==> src/rtl/multicycle_adder_pkg.sv <==
// -----------------------------------------------------------------------------
// adder_pkg
//   Shared definitions for the multicycle adder slice:
//     - state_t     : controller state encodings (ST_IDLE/ST_RUN/ST_DONE)
//     - params_ok() : parameter sanity check (WIDTH >= 2, SLICE divides WIDTH)
//     - cnt_width() : slice counter width, never less than one bit
//   No ports; imported by multicycle_adder.
// -----------------------------------------------------------------------------
package adder_pkg;

    typedef enum logic [1:0] {
        ST_IDLE = 2'd0,
        ST_RUN  = 2'd1,
        ST_DONE = 2'd2
    } state_t;

    function automatic bit params_ok(input int width, input int slice);
        return (width >= 2) && (slice >= 1) && (slice <= width) && ((width % slice) == 0);
    endfunction

    // A single-slice configuration still needs a one-bit counter register.
    function automatic int cnt_width(input int nslice);
        return (nslice > 1) ? $clog2(nslice) : 1;
    endfunction

endpackage

==> src/rtl/multicycle_adder_if.sv <==
// -----------------------------------------------------------------------------
// multicycle_adder_if
//   Handshake bundle between a producer/consumer (master) and the
//   multicycle adder (slave).
//     in_valid / in_ready   : operand handshake
//     input_A, input_B      : WIDTH-bit operands
//     carry_in              : carry into bit 0
//     sub                   : subtract select (only when ADDSUB_MODE_EN defined)
//     out_valid / out_ready : result handshake
//     sum, carry            : WIDTH-bit result and carry out of the top bit
//   Macro: ADDSUB_MODE_EN adds the `sub` signal.
// -----------------------------------------------------------------------------
interface multicycle_adder_if #(
    parameter int WIDTH = 8
);
    logic             in_valid;
    logic             in_ready;
    logic [WIDTH-1:0] input_A;
    logic [WIDTH-1:0] input_B;
    logic             carry_in;
`ifdef ADDSUB_MODE_EN
    logic             sub;
`endif
    logic             out_valid;
    logic             out_ready;
    logic [WIDTH-1:0] sum;
    logic             carry;

`ifdef ADDSUB_MODE_EN
    modport master (
        output in_valid, input_A, input_B, carry_in, sub, out_ready,
        input  in_ready, out_valid, sum, carry
    );
    modport slave (
        input  in_valid, input_A, input_B, carry_in, sub, out_ready,
        output in_ready, out_valid, sum, carry
    );
`else
    modport master (
        output in_valid, input_A, input_B, carry_in, out_ready,
        input  in_ready, out_valid, sum, carry
    );
    modport slave (
        input  in_valid, input_A, input_B, carry_in, out_ready,
        output in_ready, out_valid, sum, carry
    );
`endif

endinterface

==> src/rtl/multicycle_adder_slice.sv <==
// -----------------------------------------------------------------------------
// adder_slice
//   Combinational SLICE-bit ripple-carry adder built from full-adder cells.
//     a, b : SLICE-bit addends
//     cin  : carry into bit 0
//     s    : SLICE-bit sum
//     cout : carry out of bit SLICE-1
// -----------------------------------------------------------------------------
module adder_slice #(
    parameter int SLICE = 1
) (
    input  logic [SLICE-1:0] a,
    input  logic [SLICE-1:0] b,
    input  logic             cin,
    output logic [SLICE-1:0] s,
    output logic             cout
);

    logic [SLICE:0] c;

    assign c[0] = cin;

    for (genvar i = 0; i < SLICE; i++) begin : g_fa
        logic p;
        assign p        = a[i] ^ b[i];
        assign s[i]     = p ^ c[i];
        assign c[i + 1] = (a[i] & b[i]) | (p & c[i]);
    end

    assign cout = c[SLICE];

endmodule

==> src/rtl/multicycle_adder.sv <==
// -----------------------------------------------------------------------------
// multicycle_adder
//   Sequential adder: sums two WIDTH-bit operands plus a carry over
//   NSLICE = WIDTH/SLICE cycles, SLICE bits per cycle, carrying between
//   slices through a register. One operation in flight at a time.
//   Ports:
//     clk   : rising-edge clock
//     rst_n : asynchronous active-low reset
//     bus   : multicycle_adder_if slave modport (operand/result handshakes)
//   Parameters: WIDTH (>= 2), SLICE (must divide WIDTH).
//   Macro: ADDSUB_MODE_EN enables bus.sub; when set at capture, B is
//   inverted and the carry forced to 1, giving A-B (carry=1 means no borrow).
//
//   state   | meaning
//   --------+--------------------------------------------------------------
//   ST_IDLE | in_ready=1, waiting for in_valid; operands captured on accept
//   ST_RUN  | one slice added per cycle, sum written at [cnt*SLICE +: SLICE]
//   ST_DONE | out_valid=1, result held until out_ready
// -----------------------------------------------------------------------------
module multicycle_adder
    import adder_pkg::*;
#(
    parameter int WIDTH = 8,
    parameter int SLICE = 1
) (
    input  logic                 clk,
    input  logic                 rst_n,
    multicycle_adder_if.slave    bus
);

    localparam int NSLICE = WIDTH / SLICE;
    localparam int CW     = cnt_width(NSLICE);
    localparam logic [CW-1:0] CNT_LAST = CW'(NSLICE - 1);

    if (!params_ok(WIDTH, SLICE)) begin : g_param_err
        $error("multicycle_adder: WIDTH must be >= 2 and a multiple of SLICE");
    end

    state_t           state;
    logic [CW-1:0]    cnt;
    logic [WIDTH-1:0] a_reg;
    logic [WIDTH-1:0] b_reg;
    logic             c_reg;
    logic [WIDTH-1:0] sum_reg;
    logic             carry_reg;
    logic             out_valid_reg;
    logic             in_ready_reg;

    logic [SLICE-1:0] a_sl;
    logic [SLICE-1:0] b_sl;
    logic [SLICE-1:0] s_sl;
    logic             cout_sl;
    int               base;

    // Operand B and carry as seen at capture; subtract mode folds the
    // two's-complement negation into the same adder.
    logic [WIDTH-1:0] b_cap;
    logic             c_cap;

`ifdef ADDSUB_MODE_EN
    assign b_cap = bus.sub ? ~bus.input_B : bus.input_B;
    assign c_cap = bus.sub ? 1'b1 : bus.carry_in;
`else
    assign b_cap = bus.input_B;
    assign c_cap = bus.carry_in;
`endif

    always_comb begin
        base = int'(cnt) * SLICE;
        a_sl = a_reg[base +: SLICE];
        b_sl = b_reg[base +: SLICE];
    end

    adder_slice #(
        .SLICE (SLICE)
    ) u_slice (
        .a    (a_sl),
        .b    (b_sl),
        .cin  (c_reg),
        .s    (s_sl),
        .cout (cout_sl)
    );

    always_ff @(posedge clk or negedge rst_n) begin
        if (!rst_n) begin
            state         <= ST_IDLE;
            cnt           <= '0;
            a_reg         <= '0;
            b_reg         <= '0;
            c_reg         <= 1'b0;
            sum_reg       <= '0;
            carry_reg     <= 1'b0;
            out_valid_reg <= 1'b0;
            in_ready_reg  <= 1'b1;
        end else begin
            case (state)
                ST_IDLE: begin
                    if (bus.in_valid && in_ready_reg) begin
                        a_reg        <= bus.input_A;
                        b_reg        <= b_cap;
                        c_reg        <= c_cap;
                        cnt          <= '0;
                        in_ready_reg <= 1'b0;
                        state        <= ST_RUN;
                    end
                end

                ST_RUN: begin
                    sum_reg[base +: SLICE] <= s_sl;
                    c_reg                  <= cout_sl;
                    if (cnt == CNT_LAST) begin
                        carry_reg     <= cout_sl;
                        out_valid_reg <= 1'b1;
                        cnt           <= '0;
                        state         <= ST_DONE;
                    end else begin
                        cnt <= cnt + CW'(1);
                    end
                end

                ST_DONE: begin
                    // in_ready only returns on the following cycle, so a new
                    // operand can never be taken on the result handshake edge.
                    if (bus.out_ready) begin
                        out_valid_reg <= 1'b0;
                        in_ready_reg  <= 1'b1;
                        state         <= ST_IDLE;
                    end
                end

                default: begin
                    cnt           <= '0;
                    out_valid_reg <= 1'b0;
                    in_ready_reg  <= 1'b1;
                    state         <= ST_IDLE;
                end
            endcase
        end
    end

    assign bus.in_ready  = in_ready_reg;
    assign bus.out_valid = out_valid_reg;
    assign bus.sum       = sum_reg;
    assign bus.carry     = carry_reg;

endmodule

==> src/flat_wrapper.sv <==
// flat-port wrapper written by rule: the top's interface ports become plain ports
module multicycle_adder_flat import adder_pkg::*;
#(
    parameter int WIDTH = 8,
    parameter int SLICE = 1
)
  (clk, rst_n, bus_in_valid, bus_input_A, bus_input_B, bus_carry_in, bus_out_ready, bus_in_ready, bus_out_valid, bus_sum, bus_carry);
  multicycle_adder_if #(.WIDTH(WIDTH)) bus_i ();
  input  logic clk;
  input  logic rst_n;
  input wire logic [$bits(bus_i.in_valid)-1:0] bus_in_valid;
  input wire logic [$bits(bus_i.input_A)-1:0] bus_input_A;
  input wire logic [$bits(bus_i.input_B)-1:0] bus_input_B;
  input wire logic [$bits(bus_i.carry_in)-1:0] bus_carry_in;
  input wire logic [$bits(bus_i.out_ready)-1:0] bus_out_ready;
  output wire logic [$bits(bus_i.in_ready)-1:0] bus_in_ready;
  output wire logic [$bits(bus_i.out_valid)-1:0] bus_out_valid;
  output wire logic [$bits(bus_i.sum)-1:0] bus_sum;
  output wire logic [$bits(bus_i.carry)-1:0] bus_carry;
  assign bus_i.in_valid = bus_in_valid;
  assign bus_i.input_A = bus_input_A;
  assign bus_i.input_B = bus_input_B;
  assign bus_i.carry_in = bus_carry_in;
  assign bus_i.out_ready = bus_out_ready;
  assign bus_in_ready = bus_i.in_ready;
  assign bus_out_valid = bus_i.out_valid;
  assign bus_sum = bus_i.sum;
  assign bus_carry = bus_i.carry;
  multicycle_adder #(.WIDTH(WIDTH), .SLICE(SLICE)) u_core (.clk(clk), .rst_n(rst_n), .bus(bus_i));
endmodule
==> config.mk <==
export PLATFORM = sky130hd
export DESIGN_NAME = multicycle_adder_flat
export DESIGN_NICKNAME = d
export VERILOG_FILES = /design/src/rtl/multicycle_adder_pkg.sv /design/src/rtl/multicycle_adder_if.sv /design/src/rtl/multicycle_adder_slice.sv /design/src/rtl/multicycle_adder.sv /design/src/flat_wrapper.sv
export SDC_FILE = /design/constraint.sdc
export NUM_CORES = 1
export LEC_CHECK = 0
export ABC_AREA = 1
export BUFFER_PORTS_ARGS = -buffer_cell sky130_fd_sc_hd__buf_2
export CAP_MARGIN = 40
export CORE_ASPECT_RATIO = 0.6
export CORE_MARGIN = 2
export CORE_UTILIZATION = 59
export DETAILED_ROUTE_END_ITERATION = 6
export PLACE_DENSITY = 0.81
export SLEW_MARGIN = 25
export SYNTH_ARGS = -nofsm -noshare
export SYNTH_HDL_FRONTEND = slang
export SYNTH_SLANG_ARGS = --single-unit
export TNS_END_PERCENT = 50
==> constraint.sdc <==
create_clock -name clk -period 5.7 [get_ports clk]
set_clock_uncertainty 0.2 [all_clocks]
set_input_delay 0.57 -clock clk [delete_from_list [all_inputs] [get_ports clk]]
set_output_delay 0.57 -clock clk [all_outputs]
set_load 0.05 [all_outputs]
**After elaboration in Yosys (flattened, before gate mapping)**

Cells that the tools add are included.

- Register bits: 33
- Input bits: 21
- Output and inout bits: 11
- Logic and storage cells: 55

- Add/subtract/negate cells: 2
- Equal/unequal tests: 6
- Shift operators: 4
- Mux-type cells: 16
- Bitwise gates (word level): 8
- Reduce and logical (&&, ||, !) cells: 10

Operators by type and width:

| kind | number |
|---|---|
| $neg 3->33 | 1 |
| $shift 1x33->8 const A | 1 |
| $shiftx 1x33->8 | 1 |
| $shiftx 8x4->1 | 2 |
| $pmux 3 s3 | 1 |
| $reduce_and 3->1 | 3 |
| $bwmux 8 | 1 |
| $reduce_and 2->1 | 4 |
| $mux 2 | 3 |
| $mux 3 | 2 |
| $pmux 1 s3 | 2 |
| $pmux 2 s3 | 1 |
| $mux 1 | 5 |
| $ne 2x1->1 const B | 2 |
| $add 3x1->3 const B | 1 |
| $eq 3x3->1 const B | 1 |
| $not 1->1 | 3 |
| $and 1x1->1 | 2 |
| $eq 2x1->1 const B | 1 |
| $eq 2x2->1 const B | 1 |
| $logic_not 2->1 | 1 |
| $ne 2x2->1 const B | 1 |
| $pmux 1 s2 | 1 |
| $reduce_bool 2->1 | 1 |
| 3 further kinds | 4 |

**Depth between registers and ports, before layout**

Gate-level depths: netlist (run 1).

- Depth in word-level cells: 5
- Mapped depth: 12
- Mapped depth without buffers: 11

**By module**

From an unflattened synthesis (run 1), not the netlist that was laid out.

- Cell total of the unflattened synthesis: 235
- Area, all modules: 1,798.0 sq um

By module, submodules not included:

| module | instances | cells an instance | area an instance (sq um) |
|---|---|---|---|
| multicycle_adder | 1 | 234 | 1,778.0 |
| adder_slice | 1 | 1 | 20.0 |

**Worst setup path after synthesis (run 1)**

Ideal clock, no wire load.

- Path type: register to register
- Start point: register u_core.cnt[0]
- End point: register u_core.sum_reg[1], in the netlist u_core.bus.sum[1]
- Setup time: 0.067 ns
- Arrival: 1.901 ns
- Path slack: 3.533 ns
- Cell stages (with the launch flop): 13
- Path buffers: 1
- Period minus slack after synthesis: 2.167 ns
- Cells stage by stage: dfrtp_1 -> buf_6 -> nor2_1 -> nor2_1 -> nand2_1 -> nand3_1 -> nand2_1 -> fa_1 -> nor2_1 -> nand3_1 -> nor2_1 -> nand2_1 -> nand2_1

- Cells in the longest elaborated chain, start to end: 5
- Elaborated cells on any way between the ends: 8

Ends and longest elaborated chain:

| element | line | RTL |
|---|---|---|
| start, declared | multicycle_adder.sv:40 | `logic [CW-1:0] cnt;` |
| start signal, assigned | multicycle_adder.sv:117 | `cnt <= cnt + CW'(1);` |
| $shiftx 8x4->1, on equally long branches | multicycle_adder.sv:70, multicycle_adder.sv:71 |  |
| $xor 1x1->1 | multicycle_adder_slice.sv:25 | `assign p = a[i] ^ b[i];` |
| $xor 1x1->1 | multicycle_adder_slice.sv:26 | `assign s[i] = p ^ c[i];` |
| $shiftx 1x33->8 | multicycle_adder.sv:109 | `sum_reg[base +: SLICE] <= s_sl;` |
| $bwmux 8 (*) | multicycle_adder.sv:109 |  |
| end signal, assigned by index | multicycle_adder.sv:109 |  |
| end, declared | multicycle_adder.sv:44 | `logic [WIDTH-1:0] sum_reg;` |

Every way passes the cells marked *; elsewhere a longest branch is shown, timed or not.
A chain may end at the register's enable or synchronous reset.

**Worst setup path after layout (run 1)**

- Start point: register u_core.cnt[0]
- End point: register u_core.sum_reg[3], in the netlist u_core.bus.sum[3]

The elaborated chain is that of the path after synthesis.

==> impl_results.md, run 1 <==
* Outcome: completed
* Die W at 73.7 µm
* RSZ-0062 raised after global routing: false
* Number of flops mapped to enable cells by yosys at 0
* Boundary pin count at 32
* Reg area at 827 µm²
* Synth Area in Compound Gates at 6.18%
* Max-slew headroom at 52.4%
* Initial Util at 61.2%
* Synth cell types at 19
* Root buf cell: clkbuf_8
* Reg2Reg Depth at 10
* Std-Cell Rows at 15
* Startpoint types: flip-flop
* Synth Area in XOR/XNOR at 0%
* Final Net Count at 280
* Vias in the first global route at 1,204
* Synth top area cells: dfrtp_1, nand2_1, nor2_1
* Max-slew violation count at 0
* Leak pwr at 1.07 nW
* Worst-Margin Slew at 0.714 ns
* Multi-input gate area at 778 µm²
* Synth area leader: dfrtp_1
* GRT overflow at 0
* Max_cap viols at 0
* Remaining antenna violation count after routing at 0
* Simple-gate share of the synthesized area at 32.8%
* Sequential area share after synthesis at 48.0%
* DR WL/cell at 11.7 µm
* Max Root-Sink Buffers at 2
* Period utilisation layout at 46.3%
* H-tree depth at 2
* Syn nets at 247
* Maximum vdd drop at 0.258 mV
* Post-CTS Resized at 0
* R2r startpoint: u_core.cnt[0]$_DFFE_PN0P_
* Initial antenna violation count at 0
* Post-synth top area share at 46.5%
* Clock Sinks at 33
* Count leader, synth: nand2_1
* Minimum hold slack at 0.137 ns
* Cells after synthesis at 218
* Async set-or-reset flop fraction in the synthesized netlist at 100%
* Residual DRC count at 0
* Die area at 3380 µm²
* CP Data Arrival Time at 2.67 ns
* Pre-Repair DR Iteration Count at 4
* Primary FF master, synth: dfrtp_1
* RePlAce Congestion at 0.867
* HPWL Detailed at 2400 µm
* Max Fclk at 0.379 GHz
* Diode count at 0
* Largest net degree at the start of global routing at 34
* CTS tree: done
* Commonest cells in the netlist: nand2_1, dfrtp_1, nor2_1, nand3_1, inv_1
* Critical path class: reg -> reg
* Setup-failing EPs final at 0
* Initial drt markers at 82
* # hold bufs at CTS at 0
* Post-synthesis cell area at 1720 µm²
* Mux cell area share after synthesis at 0%
* Die Span Y at 45.8 µm
* Endpoint type of the worst setup path: flip-flop
* FF+latch count, synth at 33
* PwrDens at 637 nW/µm²
* Reg clk slew, reported paths at 0.06 ns
* GRT Overall Usage at 22.5%
* Final hold vios at 0
* DR vias at 1,407
* Worst endpoint required time at 5.72 ns
* Clock Latency Late Sink at 0.28 ns
* Setup TNS Final at 0 ns
* Via density at 4.92
* Minimum clock period at 2.64 ns
* Worst Hold Class: in -> async
* Synth Area per Inst at 7.90 µm²
* FILL cells at 249
* CTS Buf Count at 5
* P&R area growth vs syn at 13.1%
* Final WL at 3330 µm
* Worst Setup SP: u_core.cnt[0]$_DFFE_PN0P_
* YS warnings at 0
* Adder-Cell Fraction of Synth Area at 6.25%
* First-pass GRT wire length at 5520 µm
* Total power at 1.24 mW
* Layout cell share with drive strength beyond 1 at 19.8%
* PortBufs at 31
* Crit Path Max Fanout at 18
* Main combinational cell family by area after synthesis: simple AND/OR/NAND/NOR gates
* CORE AREA at 2820 µm²
* Post-CTS Setup Repair Bufs at 0
[metrics by stage]
stage	cell area (µm²)	cells	utilization, %	setup slack (ns)
after CTS	1950	286	69.2	3.06
after floorplan	1720	218	-	3.53
final	1950	286	69.2	3.06
after detailed placement	1870	278	66.3	3.08
after global routing	1950	286	69.2	2.84
after global placement	1870	278	66.3	3.22
[kinds of logic (layout without fill, tap and decap cells)]
kind of cell / after synthesis / after routing
compound gates: 21 / 21
fa+ha+maj: 8 / 8
buf+inv: 22 / 56
flops: 33 / 33
simple gates: 134 / 134
[power by group]
group	switching (mW)	internal (mW)	total, mW
logic	0.456	0.199	0.655
clock network	0.0776	0.0866	0.164
registers	0.0811	0.340	0.421
total	0.615	0.626	1.24
[worst paths after layout]
kind,endpoint,slack (ns)
max,u_core.bus.sum[3]$_DFFE_PN0P_,3.06
min,u_core.bus.out_valid$_DFFE_PN0P_,0.14
max reg2reg,u_core.bus.sum[3]$_DFFE_PN0P_,3.06
min reg2reg,u_core.bus.out_valid$_DFFE_PN0P_,0.27
max in group asynchronous,u_core.a_reg[6]$_DFFE_PN0P_,4.70
min in group clk,u_core.bus.out_valid$_DFFE_PN0P_,0.27
[layout make-up]
cell class,instances,area share (%)
clock buffers,8,4.11
flip-flops and latches,33,42.5
inverters,17,3.28
well taps,34,2.19
repair buffers,31,7.97
multi-input cells,163,40.0
[critical path: stages, from the launching register on]
cell	delay, ns
dfrtp_1	0.71
inv_2	0.23
o21ai_1	0.19
nand3_1	0.09
nand2_1	0.09
fa_1	0.46
nor2_1	0.23
nand3_1	0.15
nor2_1	0.13
nand2_1	0.06
nand2_1	0.05
[cells in the final DEF (no fill, tap or decap)]
master and count:
o22ai_1 1, o21ai_1 10, o21ai_0 10, dfrtp_1 32, nand3_1 18, nand2_4 2
inv_1 12, clkbuf_8 5, dfstp_2 1, nor2_4 1, nor2_2 3, nor2_1 25
inv_2 5, ha_1 7, nand3b_1 1, fa_1 1, nand2_1 82, nand2_2 2
clkbuf_1 3, buf_2 31
[metal layers]
metal  wire, µm  global-route usage (%)  up-vias
met5          0                       0        -
met4         42                    5.45        0
met3        192                    8.63        8
met2       1410                    32.3       39
met1       1690                    32.2      611
li1           -                       -      749
Note: power is estimated with default switching activity, not from simulation.
==> inputs of run 2 (changes only) <==
--- a/config.mk
+++ b/config.mk
@@ -10,9 +10,9 @@
 export CAP_MARGIN = 40
 export CORE_ASPECT_RATIO = 0.6
 export CORE_MARGIN = 2
-export CORE_UTILIZATION = 59
+export CORE_UTILIZATION = 54
 export DETAILED_ROUTE_END_ITERATION = 6
-export PLACE_DENSITY = 0.81
+export PLACE_DENSITY = 0.75
 export SLEW_MARGIN = 25
 export SYNTH_ARGS = -nofsm -noshare
 export SYNTH_HDL_FRONTEND = slang
==> constraint.sdc (replaced) <==
create_clock -name clk -period 2.6 [get_ports clk]
set_clock_uncertainty 0.2 [all_clocks]
set_input_delay 0.26 -clock clk [delete_from_list [all_inputs] [get_ports clk]]
set_output_delay 0.26 -clock clk [all_outputs]
set_load 0.05 [all_outputs]
==> run 2 against run 1 <==
Against the previous run: global-route usage grew 2.1 points; first-iteration DRC count grew 15%; critical endpoint is now u_core.bus.sum[1]$_DFFE_PN0P_; final cell count increased by 8.7%; highest routed layer unchanged; sequential share of layout area is 3.9 points lower; sequential power rose by 120%; critical path type unchanged; largest power group unchanged.
==> impl_results.md, run 2 (synthesis gave the netlist of run 1 again) <==
* Max Fclk at 0.428 GHz
* GRT overflow at 0
* Layout cell share with drive strength beyond 1 at 20.8%
* Initial antenna violation count at 0
* Endpoint type of the worst setup path: flip-flop
* Root buf cell: clkbuf_8
* Most frequent cells in the layout: nand2_1, buf_2, dfrtp_1
* Reg2Reg Depth at 11
* Via density at 4.97
* Clock Latency Late Sink at 0.29 ns
* CORE AREA at 2950 µm²
* Met3 GRT Util at 5.66%
* Leak pwr at 1.15 nW
* Boundary pin count at 32
* Hold endpoint: u_core.a_reg[3]$_DFFE_PN0P_
* Setup TNS Final at 0 ns
* Clock Sinks at 33
* DR WL/cell at 12.9 µm
* Final Net Count at 297
* First-pass GRT wire length at 6720 µm
* PortBufs at 31
* Minimum clock period at 2.33 ns
* Diode count at 0
* Maximum vdd drop at 0.664 mV
* Setup-failing EPs final at 0
* Worst endpoint required time at 2.63 ns
* RSZ-0062 raised after global routing: false
* Critical path class: reg -> reg
* HPWL Detailed at 2670 µm
* Worst Hold Class: in -> reg
* Pre-Repair DR Iteration Count at 4
* Worst hold path depth at 3
* Max_cap viols at 0
* Vias in the first global route at 1,544
* GR met1 Demand/Resource at 30.8%
* Period utilisation layout at 89.8%
* Max Root-Sink Buffers at 2
* Largest net degree at the start of global routing at 34
* PwrDens at 1330 nW/µm²
* GRT busiest layer: met2
* H-tree depth at 2
* Most common cell after layout, fill and taps aside: nand2_1
* CTS Buf Count at 5
* R2r startpoint: u_core.cnt[1]$_DFFE_PN0P_
* Crit Reg-Reg Endpoint: u_core.bus.sum[1]$_DFFE_PN0P_
* DR vias at 1,545
* Final WL at 4020 µm
* Initial drt markers at 94
* Max-slew headroom at 50.2%
* Initial Util at 58.4%
* Hold path startpoint: bus_input_A[3]
* Max-slew violation count at 0
* Final hold vios at 0
* Outcome: completed
* GRT Overall Usage at 24.6%
* Reg clk slew, reported paths at 0.07 ns
* Die area at 3670 µm²
* Post-CTS Setup Repair Bufs at 0
* Total power at 2.85 mW
* Die Span Y at 47.7 µm
* Worst-Margin Slew at 0.747 ns
* RePlAce Congestion at 0.862
* Remaining antenna violation count after routing at 0
* P&R area growth vs syn at 24.8%
* CP Data Arrival Time at 2.37 ns
* CTS tree: done
* Std-Cell Rows at 15
* Startpoint types: flip-flop
* R2R Setup Slk at 0.27 ns
* Residual DRC count at 0
* GR Layer Usage met2 at 42.6%
* Die W at 76.9 µm
* Crit Path Max Fanout at 9
[run 2: per-layer routing]
metal	vias up	part of all wire, %
met5	-	0
met4	0	0.87
met3	4	5.2
met2	47	44
met1	717	50
li1	777	-
[run 2: report_power, final]
group,total [mW],switching (mW),internal (mW)
registers,0.912,0.164,0.749
clock network,0.430,0.190,0.239
logic,1.51,1.05,0.462
total,2.85,1.40,1.45
[run 2: stage by stage]
step | hold slack [ns] | cells | util (%) | worst slack, ns | area [µm²]
4_1_cts | 0.00785 | 311 | 72.8 | 0.162 | 2150
6_report | 0.00407 | 311 | 72.9 | 0.266 | 2150
3_3_place_gp | 0.157 | 287 | 63.9 | 0.235 | 1880
5_1_grt | 0.0267 | 311 | 72.9 | 0.0571 | 2150
3_5_place_dp | 0.158 | 287 | 63.9 | 0.176 | 1880
2_1_floorplan | -0.236 | 218 | - | 0.433 | 1720
[run 2: worst max path at each step]
stage                                          endpoint                 startpoint  cells past startpoint
after floorplan           u_core.bus.sum[1]$_DFFE_PN0P_  u_core.cnt[0]$_DFFE_PN0P_                     12
after global placement    u_core.bus.sum[3]$_DFFE_PN0P_  u_core.cnt[0]$_DFFE_PN0P_                     10
after detailed placement  u_core.bus.sum[1]$_DFFE_PN0P_  u_core.cnt[1]$_DFFE_PN0P_                     11
after CTS                 u_core.bus.sum[1]$_DFFE_PN0P_  u_core.cnt[1]$_DFFE_PN0P_                     11
after global routing      u_core.bus.sum[1]$_DFFE_PN0P_  u_core.cnt[1]$_DFFE_PN0P_                     11
final                     u_core.bus.sum[1]$_DFFE_PN0P_  u_core.cnt[1]$_DFFE_PN0P_                     11
[run 2: timing repair]
action	CTS	global route
endpoints found under the setup margin	0	4
hold buffers	16	0
endpoints found under the hold margin	47	0
gates resized for setup	0	2
[run 2: area by class of cell]
| cell class | count | area, µm² |
|---|---|---|
| inverter | 17 | 63.8 |
| tap | 42 | 52.6 |
| sequential | 33 | 830 |
| clock buffer | 7 | 96.3 |
| clock inverter | 1 | 5.00 |
| fill | 250 | 798 |
| timing repair buffer | 48 | 323 |
| multi-input combinational | 163 | 778 |
[run 2: worst max-delay path, cell delays in order (launching register included)]
cell,delay (ns)
dfrtp_2,0.46
inv_1,0.15
nor2_1,0.15
nand2_1,0.07
nand3_1,0.08
nand2_1,0.07
fa_1,0.48
nor2_1,0.22
nand3_1,0.14
nor2_1,0.11
nand2_1,0.07
nand2_1,0.07
